### src/rtl/mips_pkg.sv
// Shared MIPS pipeline definitions: opcodes, control bundle widths and ALUOp encodings.
// The control decode lives here so every stage agrees on bundle bit positions.
package mips_pkg;

    localparam int WB_W = 2;
    localparam int M_W  = 3;
    localparam int EX_W = 4;

    localparam logic [5:0] OP_RTYPE = 6'h00;
    localparam logic [5:0] OP_LW    = 6'h23;
    localparam logic [5:0] OP_SW    = 6'h2B;
    localparam logic [5:0] OP_BEQ   = 6'h04;

    localparam logic [1:0] ALUOP_ADD   = 2'b00;
    localparam logic [1:0] ALUOP_SUB   = 2'b01;
    localparam logic [1:0] ALUOP_FUNCT = 2'b10;

    // wb = {RegWrite, MemtoReg}, m = {Branch, MemRead, MemWrite}, ex = {RegDst, ALUOp, ALUSrc}
    typedef struct packed {
        logic [WB_W-1:0] wb;
        logic [M_W-1:0]  m;
        logic [EX_W-1:0] ex;
    } ctrl_t;

    function automatic ctrl_t decode_ctrl(input logic [5:0] opcode);
        ctrl_t c;
        c = '0;
        case (opcode)
            OP_RTYPE: begin
                c.wb = 2'b10;
                c.m  = 3'b000;
                c.ex = {1'b1, ALUOP_FUNCT, 1'b0};
            end
            OP_LW: begin
                c.wb = 2'b11;
                c.m  = 3'b010;
                c.ex = {1'b0, ALUOP_ADD, 1'b1};
            end
            OP_SW: begin
                c.wb = 2'b00;
                c.m  = 3'b001;
                c.ex = {1'b0, ALUOP_ADD, 1'b1};
            end
            OP_BEQ: begin
                c.wb = 2'b00;
                c.m  = 3'b100;
                c.ex = {1'b0, ALUOP_SUB, 1'b0};
            end
            default: c = '0;
        endcase
        return c;
    endfunction

endpackage

### src/rtl/idecode_register.sv
// 32-entry register file: two async read ports, one sync write port, r0 hardwired to zero.
// A write landing on the same edge as a read is forwarded so decode sees the committing value.
module register #(
    parameter int DATA_W = 32,
    parameter int RA_W   = 5
) (
    input  logic              clk,
    input  logic              rst,
    input  logic [RA_W-1:0]   rs_addr,
    input  logic [RA_W-1:0]   rt_addr,
    output logic [DATA_W-1:0] rs_data,
    output logic [DATA_W-1:0] rt_data,
    input  logic              we,
    input  logic [RA_W-1:0]   wr_addr,
    input  logic [DATA_W-1:0] wr_data
);

    localparam int NREG = 1 << RA_W;

    logic [DATA_W-1:0] regs_q [NREG];
    logic [DATA_W-1:0] regs_d [NREG];
    logic              wr_en;

    assign wr_en = we && (wr_addr != '0);

    always_comb begin
        regs_d = regs_q;
        if (wr_en) begin
            regs_d[wr_addr] = wr_data;
        end
        regs_d[0] = '0;
    end

    always_ff @(posedge clk or posedge rst) begin
        if (rst) begin
            for (int i = 0; i < NREG; i++) begin
                regs_q[i] <= '0;
            end
        end else begin
            regs_q <= regs_d;
        end
    end

    always_comb begin
        rs_data = regs_q[rs_addr];
        if (wr_en && (wr_addr == rs_addr)) begin
            rs_data = wr_data;
        end
        if (rs_addr == '0) begin
            rs_data = '0;
        end
    end

    always_comb begin
        rt_data = regs_q[rt_addr];
        if (wr_en && (wr_addr == rt_addr)) begin
            rt_data = wr_data;
        end
        if (rt_addr == '0) begin
            rt_data = '0;
        end
    end

endmodule

### src/rtl/idecode.sv
// MIPS instruction-decode stage: control decode, register read, sign-extend, ID/EX latch.
// A taken branch downstream turns the next latched control into a bubble; data still loads.
module idecode
    import mips_pkg::*;
#(
    parameter int DATA_W = 32,
    parameter int RA_W   = 5
) (
    input  logic              clk,
    input  logic              rst,
    input  logic [31:0]       IF_ID_instr,
    input  logic [31:0]       IF_ID_npc,
    input  logic              EX_MEM_PCSrc,
    input  logic              MEM_WB_RegWrite,
    input  logic [RA_W-1:0]   MEM_WB_Writereg,
    input  logic [DATA_W-1:0] WB_writedata,
    output logic [1:0]        ID_EX_wb,
    output logic [2:0]        ID_EX_m,
    output logic [3:0]        ID_EX_ex,
    output logic [DATA_W-1:0] ID_EX_npc,
    output logic [DATA_W-1:0] ID_EX_readdat1,
    output logic [DATA_W-1:0] ID_EX_readdat2,
    output logic [DATA_W-1:0] ID_EX_sign_ext,
    output logic [RA_W-1:0]   ID_EX_instr_2016,
    output logic [RA_W-1:0]   ID_EX_instr_1511
);

    logic [DATA_W-1:0] rs_data;
    logic [DATA_W-1:0] rt_data;

    ctrl_t             ctrl_d,      ctrl_q;
    logic [DATA_W-1:0] npc_d,       npc_q;
    logic [DATA_W-1:0] readdat1_d,  readdat1_q;
    logic [DATA_W-1:0] readdat2_d,  readdat2_q;
    logic [DATA_W-1:0] sign_ext_d,  sign_ext_q;
    logic [RA_W-1:0]   rt_field_d,  rt_field_q;
    logic [RA_W-1:0]   rd_field_d,  rd_field_q;

    register #(
        .DATA_W (DATA_W),
        .RA_W   (RA_W)
    ) u_register (
        .clk     (clk),
        .rst     (rst),
        .rs_addr (IF_ID_instr[25:21]),
        .rt_addr (IF_ID_instr[20:16]),
        .rs_data (rs_data),
        .rt_data (rt_data),
        .we      (MEM_WB_RegWrite),
        .wr_addr (MEM_WB_Writereg),
        .wr_data (WB_writedata)
    );

    always_comb begin
        ctrl_d = decode_ctrl(IF_ID_instr[31:26]);
        if (EX_MEM_PCSrc) begin
            ctrl_d = '0;
        end
        npc_d      = IF_ID_npc;
        readdat1_d = rs_data;
        readdat2_d = rt_data;
        sign_ext_d = {{(DATA_W-16){IF_ID_instr[15]}}, IF_ID_instr[15:0]};
        rt_field_d = IF_ID_instr[20:16];
        rd_field_d = IF_ID_instr[15:11];
    end

    always_ff @(posedge clk or posedge rst) begin
        if (rst) begin
            ctrl_q     <= '0;
            npc_q      <= '0;
            readdat1_q <= '0;
            readdat2_q <= '0;
            sign_ext_q <= '0;
            rt_field_q <= '0;
            rd_field_q <= '0;
        end else begin
            ctrl_q     <= ctrl_d;
            npc_q      <= npc_d;
            readdat1_q <= readdat1_d;
            readdat2_q <= readdat2_d;
            sign_ext_q <= sign_ext_d;
            rt_field_q <= rt_field_d;
            rd_field_q <= rd_field_d;
        end
    end

    assign ID_EX_wb         = ctrl_q.wb;
    assign ID_EX_m          = ctrl_q.m;
    assign ID_EX_ex         = ctrl_q.ex;
    assign ID_EX_npc        = npc_q;
    assign ID_EX_readdat1   = readdat1_q;
    assign ID_EX_readdat2   = readdat2_q;
    assign ID_EX_sign_ext   = sign_ext_q;
    assign ID_EX_instr_2016 = rt_field_q;
    assign ID_EX_instr_1511 = rd_field_q;

endmodule

### config.mk
export PLATFORM = sky130hd
export DESIGN_NAME = idecode
export DESIGN_NICKNAME = d
export VERILOG_FILES = /design/src/rtl/mips_pkg.sv /design/src/rtl/idecode_register.sv /design/src/rtl/idecode.sv
export SDC_FILE = /design/constraint.sdc
export NUM_CORES = 2
export LEC_CHECK = 0
export CAP_MARGIN = 0
export CORE_AREA = 5 5 302 304
export DETAILED_ROUTE_END_ITERATION = 8
export DIE_AREA = 0 0 307 309
export GPL_ROUTABILITY_DRIVEN = 0
export PLACE_DENSITY = 0.83
export SLEW_MARGIN = 15
export SYNTH_ARGS = -nofsm -noshare
export SYNTH_HDL_FRONTEND = slang
export SYNTH_SLANG_ARGS = --single-unit
### constraint.sdc
create_clock -name clk -period 85 [get_ports clk]
set_clock_uncertainty 0.2 [all_clocks]
set_input_delay 12.75 -clock clk [delete_from_list [all_inputs] [get_ports clk]]
set_output_delay 12.75 -clock clk [all_outputs]
set_load 0.02 [all_outputs]
# After elaboration in Yosys (flattened, before gate mapping)
# Cells that the tools add are included.
[word_totals]
ff_bits = 1123
input_bits = 105
out_inout_bits = 147
elab_cells = 75
[op_classes]
magnitude_cmp = 4
eq_ne = 5
n_mux = 15
n_bitwise = 3
reduce_logical = 8
[op_table]
columns = ["operator", "n"]
rows = [
  ["bitwise mux 1024 bit", 1],
  ["binary-select mux 32 bit (select 5 bit)", 2],
  ["2-to-1 mux 32 bit", 9],
  ["demux 32 bit (select 5 bit)", 1],
  ["case mux 9 bit (4 select lines)", 1],
  ["greater-or-equal comparator 6 bit (second input constant)", 3],
  ["inverter 5 -> 6 bit", 3],
  ["== test 6 bit (second input constant)", 2],
  ["== test 5 bit", 2],
  ["logical NOT 5 bit", 2],
  ["2-to-1 mux 9 bit", 1],
  ["== test 6 x 3 -> 1 bit (second input constant)", 1],
  ["logical NOT 6 bit", 1],
  ["< comparator 6 x 1 -> 1 bit (second input constant)", 1],
  ["nonzero test 5 bit", 1],
  ["logical AND 1 bit", 4],
]

# Logic depth before layout (Yosys ltp)
[depth]
ltp_word = 6
ltp_mapped = 10
depth_no_buf = 5

# By module
# From an unflattened synthesis, not the netlist that was laid out.
[unflattened]
cells_unflattened = 4108
area_unflattened_um2 = 57456.4
[modules_own_cells]
columns = ["mod", "n_inst", "cells_per_inst", "area_per_inst_um2", "seq_area_each_um2"]
rows = [
  ["register", 1, 3949, 54109.4, 24823.8],
  ["idecode", 1, 159, 3347.0, 3078.0],
]

# Worst setup path before layout
# Ideal clock, no wire load.
[synth_path]
kind = "input to register"
from = "in IF_ID_instr[23]"
to = "reg readdat1_q[10], in the netlist ID_EX_readdat1[10]"
setup_time_ns = 0.126
arrival_time_ns = 14.323
required_time_ns = 84.674
setup_slack_ns = 70.351
cell_stages = 7
n_path_buf = 3
path_cell_list = "buf_2 > buf_2 > clkbuf_1 > mux4_2 > mux2i_1 > a21oi_1 > a221o_1"
[synth_via]
elab_chain_cells = 6
elab_cells_between_ends = 9
classes_between = "eq/ne (1); mux (5); bitwise (1); reduce/logical (2)"
[synth_lines]
columns = ["element", "line_no", "rtl"]
rows = [
  ["start, declared", "idecode.sv:11", "input logic [31:0] IF_ID_instr,"],
  ["inverter 5 -> 6 bit (implied by the code)", "idecode_register.sv:45", "rs_data = regs_q[rs_addr];"],
  ["binary-select mux 32 bit (select 5 bit)", "idecode_register.sv:45", ""],
  ["2-to-1 mux 32 bit (implied by the code) (2 in a row)", "idecode_register.sv:45", ""],
  ["2-to-1 mux 32 bit", "idecode_register.sv:46", "if (wr_en && (wr_addr == rs_addr)) begin"],
  ["2-to-1 mux 32 bit *", "idecode_register.sv:49", "if (rs_addr == '0) begin"],
  ["named net readdat1_d[10]", "idecode.sv:33", "logic [DATA_W-1:0] readdat1_d, readdat1_q;"],
  ["end signal, assigned", "idecode.sv:79", "readdat1_q <= readdat1_d;"],
  ["end, declared", "idecode.sv:33", ""],
]
# Mark *: on every way through the listed nets, which the timed path passes. The rest lies on a longest branch. The select of a mux whose other input is x is not followed.
# A chain may end at the register's enable or synchronous reset.

==> results_dict.tcl <==
set metrics [dict create \
    status "complete, no violations" \
    cts_max_level 3 \
    worstPathMaxFanout 124 \
    cp.arrival_ns 16.54 \
    drt_iter0_markers 4898 \
    finalCritPeriodShare_pct 18.88 \
    worst_r2r_path_depth 4 \
    grt_antenna_before_repair 8 \
    hp-start "u_register.regs_q[463]$_DFFE_PP0P_" \
    worst_slew_pin_slew_ns 1.286 \
    final-setup-viol-count 0 \
    die_w_um 307 \
    yosysSeqAreaShare_pct 49.08 \
    setup_tns_ns 0 \
    synth_xor_area_share_pct 0.1541 \
    synth_fa_ha_area_share_pct 0 \
    grt_pass1_wl_um 257000 \
    cts_sinks 1115 \
    dp_cells 4845 \
    r2r-start "u_register.regs_q[158]$_DFFE_PP0P_" \
    ys_types 51 \
    p_leak_nw 27.49 \
    final_area_sq_um 63520 \
    startpoint "rst" \
    r2r-end "ID_EX_readdat1[30]$_DFF_PP0_" \
    wl_per_cell_um 33.92 \
    num_vias 37930 \
    dpl-instance-area_sq_um 59560 \
    worst-setup-path-type "primary input to async pin" \
    cts.repair.resized 0 \
    syn_area_sq_um 56850 \
    hpwlAfterDp_um 95800 \
    cts_made_buffers 115 \
    timing.fmax_mhz 62.32 \
    drt_first_pass_iters 5 \
    synth_area_leader_cell "dfrtp_1" \
    cp-end-kind "async pin" \
    hold_end "u_register.regs_q[463]$_DFFE_PP0P_" \
    die_area_sq_um 94860 \
    clock_latency_ns 0.71 \
    hold_depth 1 \
    post-route-min-period_ns 16.05 \
    grt_max_degree 168 \
    cp_data_required_time_ns 85.49 \
    synth_area_leaders "dfrtp_1 (49%), mux2_2 (20%), mux4_2 (17%)" \
    rows 109 \
    core_area_sq_um 87970 \
    yosysMostFrequentCell "dfrtp_1" \
    nets 3902 \
    synth-compound-area-share_pct 4.864 \
    drc 0 \
    min_path_type "flip-flop to flip-flop" \
    synthTopCellsByCount "dfrtp_1 (1115), mux2_2 (1029), mux4_2 (424)" \
    root_buffer "clkbuf_16" \
    cts_tree "done" \
    drv_slew 0 \
    grt_use_total_pct 36.40 \
    cts_buffer_depth 3 \
    synth_top_family_by_area "multiplexers" \
    finalPower_mw 1.537 \
    ys_warn_count 0 \
    grt_pass1_vias 38830 \
    synthSimpleGateAreaFrac_pct 1.798 \
    synth.avg_cell_area_sq_um 15.08 \
    ant_nets 0 \
    synth_top_area_share_pct 49.08 \
    synth_edf_count 0 \
    critPathLaunchType "primary input" \
    finalNonFillerCells 5070 \
    syn_nets 3874 \
    die_h_um 309 \
    synth_ff_type "dfrtp_1" \
    cts_setup_buffers 0 \
    power_per_cell_area_nw_per_um2 24.19 \
    ys_async_sr_fraction_pct 100.0 \
    r2r_slack_ns 82.79 \
    path_clk_slew_ns 0.06 \
    rsz0062_at_grt "false" \
    fillCellCount 5517 \
    syn-instance-count 3769 \
    portBuffers 251 \
    io_pins 252 \
    routed_wl_um 172000 \
    overflow 0 \
    drive_gt1_share_pct 46.20 \
    drv_cap 0 \
    ctsHoldBuffers 0 \
    syn2layout_area_growth_pct 11.74 \
    max-vdd-ir-drop_uv 20.52 \
    synth_seq_cells 1115 \
    synth.mux.area_fraction_pct 40.28 \
    slew_headroom_pct 14.25 \
    viasPerCell 7.481 \
    final-hold-violation-count 0 \
    start_util_pct 64.63 \
]
## state kept, by name, summed over array words and instances (netlist names)
signal	count
ID_EX_instr_1511	5
ID_EX_m	2
u_register.regs_q	992
ID_EX_wb	1
ID_EX_readdat1	32
ID_EX_ex	3
ID_EX_npc	32
ID_EX_readdat2	32
ID_EX_sign_ext	11
ID_EX_instr_2016	5
## placed cells by master (no fill, tap or decap), drive strengths merged, types with 19 or more instances in the layout
master	instances
dfrtp	1115
mux2	1036
mux4	424
clkdlybuf4s50	237
mux2i	168
clkbuf	167
a21oi	108
buf	101
nor2	77
a221oi	56
a22oi	48
o22ai	44
a211oi	40
clkinv	29
o21ai	24
nor4	22
nand2	21
a221o	19
o221ai	19
o22a	19
## area by class of cell
class                           instances  area [sq um]  area share (%)
Sequential cell                      1115         27900           43.92
Multi-Input combinational cell       2224         26950           42.42
Antenna cell                            9         22.52         0.03545
Timing Repair Buffer                  338          3208           5.050
Inverter                                3         18.77         0.02955
Tap cell                             1165          1458           2.295
Clock buffer                          167          3426           5.393
Clock inverter                         49         541.8          0.8529
## critical path, stage by stage
cell	delay (ns)
clkdlybuf4s50_1	0.52
inv_8	0.66
buf_4	0.74
buf_4	0.85
buf_4	0.85
## worst max-delay path by stage
stage	end	slack, ns	cells past startpoint
after global routing	u_register.regs_q[73]$_DFFE_PP0P_	68.36	5
final	u_register.regs_q[649]$_DFFE_PP0P_	68.95	5
after global placement	u_register.regs_q[41]$_DFFE_PP0P_	68.19	5
after detailed placement	u_register.regs_q[105]$_DFFE_PP0P_	68.16	5
after CTS	u_register.regs_q[105]$_DFFE_PP0P_	68.83	5
after floorplan	ID_EX_ex[0]$_DFF_PP0_	40.65	1
## report_power, final
part           total, mW  internal (mW)  switching, mW  leakage [nW]
logic              0.302          0.179          0.123          11.3
clock network      0.527          0.309          0.218          1.97
registers          0.707          0.630         0.0774          14.2
## metal layers
layer / global-route usage [%] / part of all wire (%) / vias up
met2: 54.35 / 45 / 2663
met5: 0 / 0.012 / -
met1: 49.87 / 37 / 20020
li1: - / - / 14660
met3: 11.48 / 13 / 578
met4: 16.75 / 5.2 / 4
## metrics by stage
step	setup slack (ns)	util [%]	hold WS [ns]
CTS	68.83	72.22	0.3163
floorplan	40.65	-	0.2758
finish	68.95	72.21	0.3198
detailed placement	68.16	67.71	0.3029
global route	68.36	72.19	0.3357
global placement	68.19	67.71	0.2915
## cell families (layout without fill, tap and decap cells)
kind of cell | after synthesis | count (layout)
multiplexers | 1628 | 1628
flip-flops | 1115 | 1115
buffers and inverters | 430 | 557
AO/OA/AOI/OAI | 394 | 394
AND/OR/NAND/NOR | 192 | 192
XOR/XNOR | 10 | 10
other | 0 | 9
No activity file was read; power rests on OpenSTA's default activity.
